## src/rtl/pc_sequencer.sv

```systemverilog
// ============================================================================
// pc_sequencer: fetch-stage PC controller with imem handshake, stall handling,
// EX redirect priority and buffering of redirects behind an outstanding fetch.
// Revision: 1.0
// ============================================================================
`default_nettype none

module pc_sequencer #(
  parameter logic [31:0] RESET_PC = 32'h0000_0000
) (
  input  logic        clk,
  input  logic        reset,
  input  logic        stall,
  input  logic        br_taken,
  input  logic        jalr_valid,
  input  logic [31:0] branch_target,
  input  logic [31:0] alu_result,
  input  logic [31:0] next_PC,
  input  logic        imem_ready,
  output logic [31:0] current_PC,
  output logic [1:0]  PCSrc,
  output logic        PCWrite,
  output logic        imem_req,
  output logic        if_valid,
  output logic        flush,
  output logic        redirect_pending
);

  localparam logic [1:0] S_HOLD  = 2'd0;
  localparam logic [1:0] S_FETCH = 2'd1;
  localparam logic [1:0] S_DRAIN = 2'd2;

  localparam logic [1:0] SRC_SEQ  = 2'b00;
  localparam logic [1:0] SRC_BR   = 2'b01;
  localparam logic [1:0] SRC_JALR = 2'b10;

  logic [1:0]  state_q, state_d;
  logic [31:0] pc_q, pc_d;
  logic [31:0] redir_q, redir_d;
  logic        pending_q, pending_d;

  logic        redir;
  logic [31:0] sel_target;
  logic [1:0]  sel_src;

  // jalr outranks a simultaneous branch
  assign redir      = jalr_valid | br_taken;
  assign sel_target = jalr_valid ? alu_result : branch_target;
  assign sel_src    = jalr_valid ? SRC_JALR : SRC_BR;

  always_ff @(posedge clk) begin
    if (!reset) begin
      state_q   <= S_HOLD;
      pc_q      <= RESET_PC;
      redir_q   <= 32'h0;
      pending_q <= 1'b0;
    end else begin
      state_q   <= state_d;
      pc_q      <= pc_d;
      redir_q   <= redir_d;
      pending_q <= pending_d;
    end
  end

  always_comb begin
    state_d   = state_q;
    pc_d      = pc_q;
    redir_d   = redir_q;
    pending_d = pending_q;
    case (state_q)
      S_HOLD: state_d = S_FETCH;
      S_FETCH: begin
        if (redir) begin
          if (imem_ready) begin
            pc_d = next_PC;
          end else begin
            redir_d   = sel_target;
            pending_d = 1'b1;
            state_d   = S_DRAIN;
          end
        end else if (!stall && imem_ready) begin
          pc_d = next_PC;
        end
      end
      S_DRAIN: begin
        if (redir) redir_d = sel_target;
        // The buffered target bypasses Fetch; a same-cycle redirect wins.
        if (imem_ready) begin
          pc_d      = redir ? sel_target : redir_q;
          pending_d = 1'b0;
          state_d   = S_FETCH;
        end
      end
      default: state_d = S_HOLD;
    endcase
  end

  always_comb begin
    PCSrc    = SRC_SEQ;
    PCWrite  = 1'b0;
    imem_req = 1'b0;
    if_valid = 1'b0;
    flush    = 1'b0;
    case (state_q)
      S_FETCH: begin
        if (redir) begin
          PCSrc    = sel_src;
          flush    = 1'b1;
          imem_req = 1'b1;
          PCWrite  = imem_ready;
        end else if (!stall) begin
          imem_req = 1'b1;
          PCWrite  = imem_ready;
          if_valid = imem_ready;
        end
      end
      S_DRAIN: begin
        imem_req = 1'b1;
        PCWrite  = imem_ready;
        if (redir) begin
          PCSrc = sel_src;
          flush = 1'b1;
        end
      end
      default: ;
    endcase
  end

  assign current_PC       = pc_q;
  assign redirect_pending = pending_q;

endmodule

`default_nettype wire

```

## config.mk

```make
export PLATFORM = sky130hd
export DESIGN_NAME = pc_sequencer
export DESIGN_NICKNAME = d
export VERILOG_FILES = /design/src/rtl/pc_sequencer.sv
export SDC_FILE = /design/constraint.sdc
export NUM_CORES = 1
export LEC_CHECK = 0
export CAP_MARGIN = 10
export CORE_ASPECT_RATIO = 1.2
export CORE_MARGIN = 2
export CORE_UTILIZATION = 41
export DETAILED_ROUTE_END_ITERATION = 6
export GPL_ROUTABILITY_DRIVEN = 0
export GPL_TIMING_DRIVEN = 1
export PLACE_DENSITY = 0.77
export SYNTH_ARGS = -nofsm -noshare
export SYNTH_HDL_FRONTEND = slang
export SYNTH_SLANG_ARGS = --single-unit
```

## constraint.sdc

```tcl
create_clock -name clk -period 1.7 [get_ports clk]
set_input_delay 0.34 -clock clk [delete_from_list [all_inputs] [get_ports clk]]
set_output_delay 0.34 -clock clk [all_outputs]
set_load 0.05 [all_outputs]
```

==> metrics.md <==
| Metric | Value |
|---|---|
| Fin. max-slew vios | `0` |
| Fin nets | `723` |
| Worst Max-Slew Pin Slew | `0.448 ns` |
| Synth cell types | `32` |
| Synth cell count leaders | `nand2_1 (99), dfxtp_1 (67), nor2_1 (67)` |
| Min Clock Period, post-route | `1.91 ns` |
| Root Driver | `clkbuf_16` |
| DRT iter0 DRCs | `158` |
| Critical path startpoint category | `flip-flop` |
| Clock transition at path regs | `0.05 ns` |
| P_leak | `2.31 nW` |
| Failing checks | `setup timing` |
| H-tree depth | `3` |
| Clock network latency to the later pin of the worst-skew pair | `0.33 ns` |
| Worst vdd ir | `0.00109 V` |
| Hold Buf Count CTS | `0` |
| Cells after Synth | `467` |
| Dpl cell area | `5600 sq um` |
| Initial Util | `0.416` |
| Yosys top cell by area | `dfxtp_1` |
| First-pass GRT wire length | `18600 um` |
| Most numerous cell in the Yosys netlist | `nand2_1` |
| Die Ht | `111 um` |
| Die ar. | `10400 sq um` |
| Mean post-synth cell area | `8.40 sq um` |
| Syn-to-layout area delta | `55.7%` |
| Final Hold Vio Count | `0` |
| # IOs | `141` |
| Clock buffer depth | `2` |
| Total CTS buffers | `9` |
| Final setup violation count | `29` |
| Drt first pass iters | `5` |
| Crit end category | `output port` |
| CTS sink cnt | `67` |
| Seq cells post-synth | `67` |
| Worst setup path startpoint | `state_q[1]` |
| Final worst slack | `-0.213 ns` |
| Tcrit/Tclk final | `1.13` |
| Post-synthesis sequential area ratio | `0.342` |
| Pre-CTS setup slack | `-0.164 ns` |
| Detail Route Antenna Nets | `0` |
| Number of fillers in the final layout | `719` |
| Max-cap violations | `0` |
| Hold/Removal Path Class | `flip-flop to flip-flop` |
| Largest net degree at the start of global routing | `35` |
| Slew Limit Headroom | `0.701` |
| WS Path Type | `flip-flop to output port` |
| Final core utilization | `0.648` |
| RSZ-0062 raised after global routing | `yes` |
| Post-synthesis async set-or-reset flop share | `0` |
| Overflow after GRT | `0` |
| Hold path start | `redirect_pending` |
| Synth Net Count | `573` |
| Tot Pwr | `10.6 mW` |
| Routed len/inst | `16.4 um` |
| Pwr Density | `1740 nW/um^2` |
| Top-area cell type share of the netlist area | `0.342` |
| Vias in the first global route | `3895` |
| Ratio of cells with drive above 1 in the final layout | `0.289` |
| CP arrival | `1.57 ns` |
| Fin Clk Skew | `0.00706 ns` |
| # rows | `39` |
| Diode count | `0` |
| Initial antenna violation count | `0` |
| Vias per std cell | `5.40` |
| Post-synth EDFFs | `0` |
| Final hold slack | `0.495 ns` |
| Worst R2R Start | `state_q[1]` |
| Die width | `93.3 um` |
| HPWL after DPL | `8190 um` |
| Total core area | `9420 sq um` |
| Worst Path Required | `1.36 ns` |
| Predominant post-synthesis flop cell | `dfxtp_1` |
| TritonCTS clock tree | `yes` |
| Fin area | `6110 sq um` |
| Via count | `4014` |
| Post-Route WL | `12200 um` |
| GR Util All Layers | `0.223` |
| Crit-path max FO | `3` |
| Area contributors post-synth | `dfxtp_1 (34%), a311oi_2 (11%), nand2_1 (9.5%), mux2_2 (9.2%), nor2_1 (6.4%)` |
| Warning count from the yosys run | `0` |
| Residual DRC count | `0` |
| Port-buffer cells | `140` |
| Synth Cell Area | `3920 sq um` |
| Status | `finished with violations` |
| Fmax | `523 MHz` |
[placed cells by master (no fill, tap or decap), drive strengths merged, types with 2 or more instances in the layout]
cell type	netlist	final
nand2b	19	19
and2	2	2
inv	3	3
o21ai	34	34
mux2	32	32
a21oi	3	3
nor2	68	68
clkdlybuf4s50	0	99
nor2b	3	3
dfxtp	67	67
clkbuf	21	16
a311oi	50	50
a211oi	15	15
nand2	99	99
ha	4	4
mux2i	15	15
buf	23	80
[timing repair]
item / CTS / global route
buffers inserted: 1 / 4
cloned: 0 / 4
pin swaps: 4 / 31
resized for setup: 16 / 5
endpoints found under the setup margin: 62 / 70
[layout make-up]
class | count | area [sq um] | area share
multi-input combinational | 353 | 2440 | 0.400
timing repair buffer | 183 | 1880 | 0.308
sequential | 67 | 1350 | 0.220
clock buffer | 12 | 256 | 0.0420
tap | 123 | 154 | 0.0252
inverter | 3 | 13.8 | 0.00225
clock inverter | 2 | 12.5 | 0.00205
[where the power goes]
group | internal (mW) | leakage, nW | total (mW) | switching, mW
clock network | 1.05 | 0.131 | 1.71 | 0.658
registers | 2.25 | 0.554 | 2.64 | 0.388
logic | 2.72 | 1.63 | 6.28 | 3.56
[state kept, by name, indices dropped and copies added, names as in the netlist]
name	cells
redirect_pending	1
current_PC	32
redir_q	32
state_q	2
[cell families (layout without fill, tap and decap cells)]
| logic type | Yosys count | count (layout) | synth area share |
|---|---|---|---|
| AOI/OAI and AO/OA | 107 | 107 | 0.248 |
| adders and majority gates | 4 | 4 | 0.0128 |
| buffers and inverters | 47 | 200 | 0.0593 |
| DFF | 67 | 67 | 0.342 |
| muxes | 47 | 47 | 0.130 |
| and+or+nand+nor | 195 | 195 | 0.208 |
[metal layers]
metal / vias to the layer above / track usage / share of wire
met4: 0 / 0.0971 / 0.029
met5: - / 0 / 0
li1: 1954 / - / -
met1: 1888 / 0.262 / 0.41
met2: 142 / 0.390 / 0.51
met3: 30 / 0.0415 / 0.048
[metrics by stage]
stage | cells | setup TNS [ns]
final | 743 | -1.57
after global routing | 743 | -4.00
after CTS | 735 | -6.52
after detailed placement | 720 | -6.90
after global placement | 720 | -4.89
after floorplan | 467 | -0.740
[worst paths after layout]
kind	end	slack (ns)	depth (start not counted)
worst max-delay path	PCWrite	-0.21	7
worst min-delay path	redirect_pending	0.49	2
worst min register to register	redirect_pending	0.49	2
worst max register to register	current_PC[18]	-0.14	8
[critical path: stages (launching register included)]
cell and delay, ns:
dfxtp_2 0.33, inv_2 0.06, ha_4 0.16, buf_6 0.11, a21boi_4 0.13, o21a_4 0.20
and2_4 0.14, buf_12 0.14
No activity file was read; power rests on OpenSTA's default activity.
